<file path="src/rtl/mem_1r1w_masked_pipe_if.sv">
// mem_1r1w_masked_pipe_if: read and write port bundle for the masked 1R1W memory.
// Latency: none (wires only); the memory defines the read timing.
// Backpressure: none; the requester drives R0_*/W0_*, the memory returns R0_data/R0_valid.
interface mem_1r1w_masked_pipe_if #(
  parameter int ADDR_WIDTH = 5,
  parameter int WIDTH      = 64,
  parameter int MASK_WIDTH = 8
);
  logic [ADDR_WIDTH-1:0] R0_addr;
  logic                  R0_en;
  logic [WIDTH-1:0]      R0_data;
  logic                  R0_valid;
  logic [ADDR_WIDTH-1:0] W0_addr;
  logic                  W0_en;
  logic [WIDTH-1:0]      W0_data;
  logic [MASK_WIDTH-1:0] W0_mask;

  modport master (
    output R0_addr, R0_en, W0_addr, W0_en, W0_data, W0_mask,
    input  R0_data, R0_valid
  );

  modport slave (
    input  R0_addr, R0_en, W0_addr, W0_en, W0_data, W0_mask,
    output R0_data, R0_valid
  );
endinterface

</file>
<file path="src/rtl/mem_1r1w_masked_pipe.sv">
// mem_1r1w_masked_pipe: parametrised lane-masked 1R1W memory, zeroed by a DEPTH-cycle sweep after reset.
// Latency: writes commit at the edge; read data/valid appear READ_LATENCY cycles after issue.
// Backpressure: none; user ports are ignored while init_busy=1. Optional MEM_1R1W_MASKED_PIPE_BYPASS_EN merges a same-address write into the read.
module mem_1r1w_masked_pipe #(
  parameter int DEPTH        = 32,
  parameter int WIDTH        = 64,
  parameter int MASK_GRAN    = 8,
  parameter int READ_LATENCY = 1,
  parameter int ADDR_WIDTH   = $clog2(DEPTH),
  parameter int MASK_WIDTH   = WIDTH / MASK_GRAN
) (
  input  logic                    clock,
  input  logic                    reset,
  mem_1r1w_masked_pipe_if.slave   bus,
  output logic                    init_busy
);

  // Parameter legality is checked at elaboration so illegal builds never produce a netlist.
  if (DEPTH < 2 || (DEPTH & (DEPTH - 1)) != 0) begin : g_bad_depth
    $error("mem_1r1w_masked_pipe: DEPTH must be a power of two >= 2");
  end
  if (MASK_GRAN < 1 || (WIDTH % ((MASK_GRAN < 1) ? 1 : MASK_GRAN)) != 0) begin : g_bad_gran
    $error("mem_1r1w_masked_pipe: WIDTH must be a multiple of MASK_GRAN");
  end
  if (READ_LATENCY < 1 || READ_LATENCY > 3) begin : g_bad_lat
    $error("mem_1r1w_masked_pipe: READ_LATENCY must be 1..3");
  end
  if (ADDR_WIDTH != $clog2(DEPTH) || MASK_WIDTH * MASK_GRAN != WIDTH) begin : g_bad_derived
    $error("mem_1r1w_masked_pipe: ADDR_WIDTH/MASK_WIDTH are derived and must not be overridden");
  end

  typedef enum logic {INIT, READY} state_t;

  state_t                state;
  logic [ADDR_WIDTH-1:0] cnt;

  logic [WIDTH-1:0]      mem [DEPTH];

  logic                  wr_en;
  logic [ADDR_WIDTH-1:0] wr_addr;
  logic [WIDTH-1:0]      wr_data;
  logic [WIDTH-1:0]      wr_bits;
  logic [WIDTH-1:0]      user_bits;

  logic                  rd_issue;
  logic [WIDTH-1:0]      rd_word;

  logic [WIDTH-1:0]        pipe_data [READ_LATENCY];
  logic [READ_LATENCY-1:0] pipe_vld;

  // Init sweep FSM: walk cnt over every address once, then hand the array to the user ports.
  always_ff @(posedge clock or posedge reset) begin
    if (reset) begin
      state     <= INIT;
      cnt       <= '0;
      init_busy <= 1'b1;
    end else begin
      case (state)
        INIT: begin
          cnt <= cnt + ADDR_WIDTH'(1);
          if (cnt == ADDR_WIDTH'(DEPTH - 1)) begin
            state     <= READY;
            init_busy <= 1'b0;
          end
        end
        READY: begin
        end
        default: begin
          state     <= INIT;
          init_busy <= 1'b1;
        end
      endcase
    end
  end

  // Expand the per-lane write mask into a per-bit enable.
  always_comb begin
    user_bits = '0;
    for (int i = 0; i < MASK_WIDTH; i++) begin
      user_bits[i*MASK_GRAN +: MASK_GRAN] = {MASK_GRAN{bus.W0_mask[i]}};
    end
  end

  // Write port source: the sweep owns the array in INIT, the user port in READY.
  always_comb begin
    if (state == INIT) begin
      wr_en   = 1'b1;
      wr_addr = cnt;
      wr_data = '0;
      wr_bits = '1;
    end else begin
      wr_en   = bus.W0_en;
      wr_addr = bus.W0_addr;
      wr_data = bus.W0_data;
      wr_bits = user_bits;
    end
  end

  // Array update; only the enabled lanes of the addressed word change.
  always_ff @(posedge clock) begin
    if (wr_en) begin
      mem[wr_addr] <= (mem[wr_addr] & ~wr_bits) | (wr_data & wr_bits);
    end
  end

  assign rd_issue = (state == READY) && bus.R0_en;

`ifdef MEM_1R1W_MASKED_PIPE_BYPASS_EN
  // Read sample with same-cycle write forwarding on the written lanes.
  always_comb begin
    rd_word = mem[bus.R0_addr];
    if (state == READY && bus.W0_en && bus.W0_addr == bus.R0_addr) begin
      rd_word = (rd_word & ~user_bits) | (bus.W0_data & user_bits);
    end
  end
`else
  // Read sample sees the array before this edge's write, so collisions return old data.
  assign rd_word = mem[bus.R0_addr];
`endif

  // Read pipeline: data captured at issue, then shifted only alongside its valid so the output holds when idle.
  always_ff @(posedge clock or posedge reset) begin
    if (reset) begin
      pipe_vld <= '0;
      for (int k = 0; k < READ_LATENCY; k++) begin
        pipe_data[k] <= '0;
      end
    end else begin
      pipe_vld[0] <= rd_issue;
      if (rd_issue) begin
        pipe_data[0] <= rd_word;
      end
      for (int k = 1; k < READ_LATENCY; k++) begin
        pipe_vld[k] <= pipe_vld[k-1];
        if (pipe_vld[k-1]) begin
          pipe_data[k] <= pipe_data[k-1];
        end
      end
    end
  end

  assign bus.R0_data  = pipe_data[READ_LATENCY-1];
  assign bus.R0_valid = pipe_vld[READ_LATENCY-1];

endmodule

</file>
<file path="src/flat_wrapper.sv">
// flat-port wrapper written by rule: the top's interface ports become plain ports
module mem_1r1w_masked_pipe_flat 
#(
  parameter int DEPTH        = 32,
  parameter int WIDTH        = 64,
  parameter int MASK_GRAN    = 8,
  parameter int READ_LATENCY = 1,
  parameter int ADDR_WIDTH   = $clog2(DEPTH),
  parameter int MASK_WIDTH   = WIDTH / MASK_GRAN
)
  (clock, reset, init_busy, bus_R0_addr, bus_R0_en, bus_W0_addr, bus_W0_en, bus_W0_data, bus_W0_mask, bus_R0_data, bus_R0_valid);
  mem_1r1w_masked_pipe_if #(.ADDR_WIDTH(ADDR_WIDTH), .WIDTH(WIDTH), .MASK_WIDTH(MASK_WIDTH)) bus_i ();
  input  logic clock;
  input  logic reset;
  output logic init_busy;
  input wire logic [$bits(bus_i.R0_addr)-1:0] bus_R0_addr;
  input wire logic [$bits(bus_i.R0_en)-1:0] bus_R0_en;
  input wire logic [$bits(bus_i.W0_addr)-1:0] bus_W0_addr;
  input wire logic [$bits(bus_i.W0_en)-1:0] bus_W0_en;
  input wire logic [$bits(bus_i.W0_data)-1:0] bus_W0_data;
  input wire logic [$bits(bus_i.W0_mask)-1:0] bus_W0_mask;
  output wire logic [$bits(bus_i.R0_data)-1:0] bus_R0_data;
  output wire logic [$bits(bus_i.R0_valid)-1:0] bus_R0_valid;
  assign bus_i.R0_addr = bus_R0_addr;
  assign bus_i.R0_en = bus_R0_en;
  assign bus_i.W0_addr = bus_W0_addr;
  assign bus_i.W0_en = bus_W0_en;
  assign bus_i.W0_data = bus_W0_data;
  assign bus_i.W0_mask = bus_W0_mask;
  assign bus_R0_data = bus_i.R0_data;
  assign bus_R0_valid = bus_i.R0_valid;
  mem_1r1w_masked_pipe #(.DEPTH(DEPTH), .WIDTH(WIDTH), .MASK_GRAN(MASK_GRAN), .READ_LATENCY(READ_LATENCY), .ADDR_WIDTH(ADDR_WIDTH), .MASK_WIDTH(MASK_WIDTH)) u_core (.clock(clock), .reset(reset), .bus(bus_i), .init_busy(init_busy));
endmodule
</file>
<file path="config.mk">
export PLATFORM = sky130hd
export DESIGN_NAME = mem_1r1w_masked_pipe_flat
export DESIGN_NICKNAME = d
export VERILOG_FILES = /design/src/rtl/mem_1r1w_masked_pipe_if.sv /design/src/rtl/mem_1r1w_masked_pipe.sv /design/src/flat_wrapper.sv
export SDC_FILE = /design/constraint.sdc
export NUM_CORES = 2
export LEC_CHECK = 0
export CAP_MARGIN = 15
export CORE_ASPECT_RATIO = 0.8
export CORE_UTILIZATION = 30
export DETAILED_ROUTE_END_ITERATION = 12
export HOLD_SLACK_MARGIN = 0.03
export PLACE_DENSITY = 0.46
export SETUP_SLACK_MARGIN = 0.15
export SLEW_MARGIN = 20
export SYNTH_ARGS = -nofsm -noshare
export SYNTH_HDL_FRONTEND = slang
export SYNTH_SLANG_ARGS = --single-unit
</file>
<file path="constraint.sdc">
create_clock -name clock -period 7.2 [get_ports clock]
set_input_delay 1.8 -clock clock [delete_from_list [all_inputs] [get_ports clock]]
set_output_delay 1.8 -clock clock [all_outputs]
set_load 0.1 [all_outputs]
</file>
==> results by group <==
Clocking
  • Clock Path Buffers: 4
  • Root buffer cell: clkbuf_16
  • Clock Latency Late Sink: 910 ps
  • # H-tree levels: 4
  • Num CTS Buffers: 225
  • Clock Sinks: 2120
  • Post-CTS Setup Bufs: 0
  • CTS tree: built
  • Clock-pin transition on the worst setup and hold timing paths: 60 ps
  • CTS Hold Bufs: 0
  • Cts repair resizes: 0

Logic synthesis
  • Async SR Flop Fraction: 3.40%
  • Yosys reg bits: 2120
  • Main area contributors after synthesis: edfxtp_1 (63%), mux4_2 (20%), o21ai_0 (2.6%), o21a_1 (2.1%), dfrtp_1 (1.8%)
  • Post-synth top cells: edfxtp_1 (2048), mux4_2 (864), o21ai_0 (504)
  • Post-Syn Nets: 5492
  • Post-synth top area share: 62.8%
  • Post-synth cell types: 69
  • Syn avg cell area: 18.1 um^2
  • EDFF count, synth: 2048
  • Cell with the most instances after synthesis: edfxtp_1
  • Synth Warn #: 0
  • Cell taking the most area after synthesis: edfxtp_1
  • Sequential share of the synthesized area: 64.6%
  • Top FF cell, synth: edfxtp_1
  • Post-Synthesis Cells: 5404
  • Syn Std Cell Area: 0.0980 mm^2

Setup path
  • Crit-path slowest cell: mux2_8
  • CP top delay family: buffers and inverters
  • CP Capture Type: flop
  • Critical Path Start Type: input port
  • R2r startpoint: u_core.state
  • Register-to-Register Path Depth: 9
  • WP buf/inv: 4
  • R2r endpoint: u_core.mem[15][15]
  • CP Class: input port to flop
  • CP cell instances: clkdlybuf4s50_1, mux2_8, buf_12, buf_4, mux4_2, a22o_1, a211oi_1, a31oi_2, buf_4
  • Max FO, Critical Path: 58
  • Max incr delay on CP: 780 ps
  • Cell repeated most along the worst path: buf_4
  • WP data required: 7840 ps
  • Crit path DAT: 5810 ps
  • R2R Setup Slk: 2380 ps

Detailed routing
  • DRC errors left: 12
  • Final ANT Viol Nets: 0
  • Vias per cell: 6.14
  • Violation count after the first detailed-routing iteration: 8281
  • Via count: 62.1k
  • Pre-antenna DRT Iters: 12
  • WL per Instance: 39.3 um
  • Final WL: 397 mm

Global routing
  • Grt ovf: 0
  • Grt met2 use: 36.6%
  • Initial antenna violation count: 15
  • Total global-route track usage: 23.7%
  • Met1 Usage GRT: 34.1%
  • Routing usage on met3: 4.25%
  • Largest net degree at the start of global routing: 105
  • First-pass GRT wire length: 540 mm
  • Gr busiest metal: met2
  • Number of global-route vias before repair: 62.3k

STA
  • Skew final: 54.3 ps
  • RSZ-0062 raised after global routing: false
  • Rel. slew slack: 21.2%
  • Period utilization: 71.7%
  • Max Freq: 194 MHz
  • Final hold viol count: 0
  • Sum Neg Setup Slack: 0 ps
  • Final setup violating endpoints: 0
  • Worst-Margin Slew: 1170 ps
  • Slew Viols, Final: 0
  • Final Critical Period: 5160 ps

Power and ir drop
  • Tot Pwr: 28700 uW
  • Pwr Density: 251 mW/mm^2
  • Pleak: 0.0347 uW
  • VDD IR max: 0.182 mV

Die
  • Core Area: 0.325 mm^2
  • Die ar.: 0.329 mm^2
  • # rows: 187
  • Die H: 513 um
  • Initial Util: 30.2%
  • I/O pin cnt: 152
  • Die Width: 641 um

Final layout
  • Nets@finish: 5671
  • Syn-to-layout area delta: 16.5%
  • Final core area utilization: 35.2%
  • Layout cells sized above 1: 29.0%

Flow run
  • Max Cap Viol: 0

Status
  • Violated checks: design-rule violations
  • Status: finished, violations left

Placed design
  • I/O Buffers: 151
  • Gpl congestion: 0.802
  • DP HPWL: 214 mm

Min path
  • Min-Delay Path Class: flop to flop
  • Hold Startpoint: u_core.init_busy
  • Endpoint, Worst Hold: u_core.init_busy
  • Hold path depth: 1
how the worst max path moves through the flow:
| stage | from | slack [ps] | depth (start not counted) | end |
|---|---|---|---|---|
| 5_1_grt | bus_W0_addr[0] | 1860 | 8 | u_core.mem[31][61] |
| 3_3_place_gp | bus_W0_addr[0] | 1200 | 8 | u_core.mem[21][61] |
| 2_1_floorplan | bus_W0_addr[0] | 990 | 9 | u_core.mem[13][0] |
| 6_report | bus_W0_addr[0] | 2040 | 9 | u_core.mem[15][15] |
| 3_5_place_dp | bus_W0_addr[0] | 1140 | 9 | u_core.mem[24][15] |
| 4_1_cts | bus_W0_addr[0] | 2100 | 9 | u_core.mem[12][15] |
final cells by class:
cell class / count / area (um^2)
multi-input combinational: 2789 / 33500
clock buffer: 282 / 6000
sequential: 2120 / 63300
clock inverter: 125 / 1120
tap: 4347 / 5440
inverter: 11 / 46.3
timing repair buffer: 436 / 4740
antenna: 4 / 10.0
fill: 30400 / 211000
per-layer routing:
layer	share of wire [%]	vias to the layer above
met5	0	-
met4	3.3	0
met3	8.8	637
met2	46	3755
met1	42	34100
li1	-	23600
layout by cell type (no fill, tap or decap), drive strengths merged, types with 25 or more instances in the layout:
| cell | count |
|---|---|
| mux4 | 864 |
| o21a | 277 |
| o22ai | 44 |
| mux2 | 61 |
| a22o | 25 |
| nand4 | 63 |
| a221oi | 26 |
| nor2 | 103 |
| clkinv | 94 |
| mux2i | 173 |
| clkbuf | 282 |
| clkdlybuf4s50 | 146 |
| o41ai | 34 |
| a41oi | 47 |
| a22oi | 59 |
| a21oi | 135 |
| a2111oi | 49 |
| a31oi | 61 |
| dfrtp | 71 |
| o21ai | 510 |
| buf | 290 |
| nand2 | 97 |
| edfxtp | 2048 |
| o2111a | 27 |
per-stage QoR:
step	cell area (um^2)	hold WS, ps	instances	worst slack, ps
after floorplan	98000	548	5404	989
after global placement	107000	514	9703	1200
after detailed placement	107000	522	9703	1140
after CTS	114000	536	10100	2100
after global routing	114000	549	10100	1860
final	114000	526	10100	2040
registers in the layout (all words and copies together) (netlist names):
signal,cells
u_core.mem,2048
u_core.bus.R0_data,64
u_core.cnt,5
u_core.bus.R0_valid,1
u_core.init_busy,1
u_core.state,1
kinds of logic (layout without fill, tap and decap cells):
family                   after synthesis  after routing  share of synthesized area, %
multiplexers                        1098           1098                          22.3
XOR/XNOR                               3              3                        0.0268
AND/OR/NAND/NOR                      337            337                          1.73
other                                  0              4                             0
buffers and inverters                495            854                          2.22
adder cells (fa/ha/maj)                2              2                        0.0255
AO/OA/AOI/OAI                       1349           1349                          9.06
flip-flops                          2120           2120                          64.6
report_power, final:
| group | switching [uW] | internal (uW) | total [uW] | leakage, uW |
|---|---|---|---|---|
| combinational | 2000 | 997 | 2990 | 0.0120 |
| sequential | 67.7 | 13900 | 14000 | 0.0192 |
| clock | 5120 | 6580 | 11700 | 0.00349 |
(Power assumes the default switching activity.)
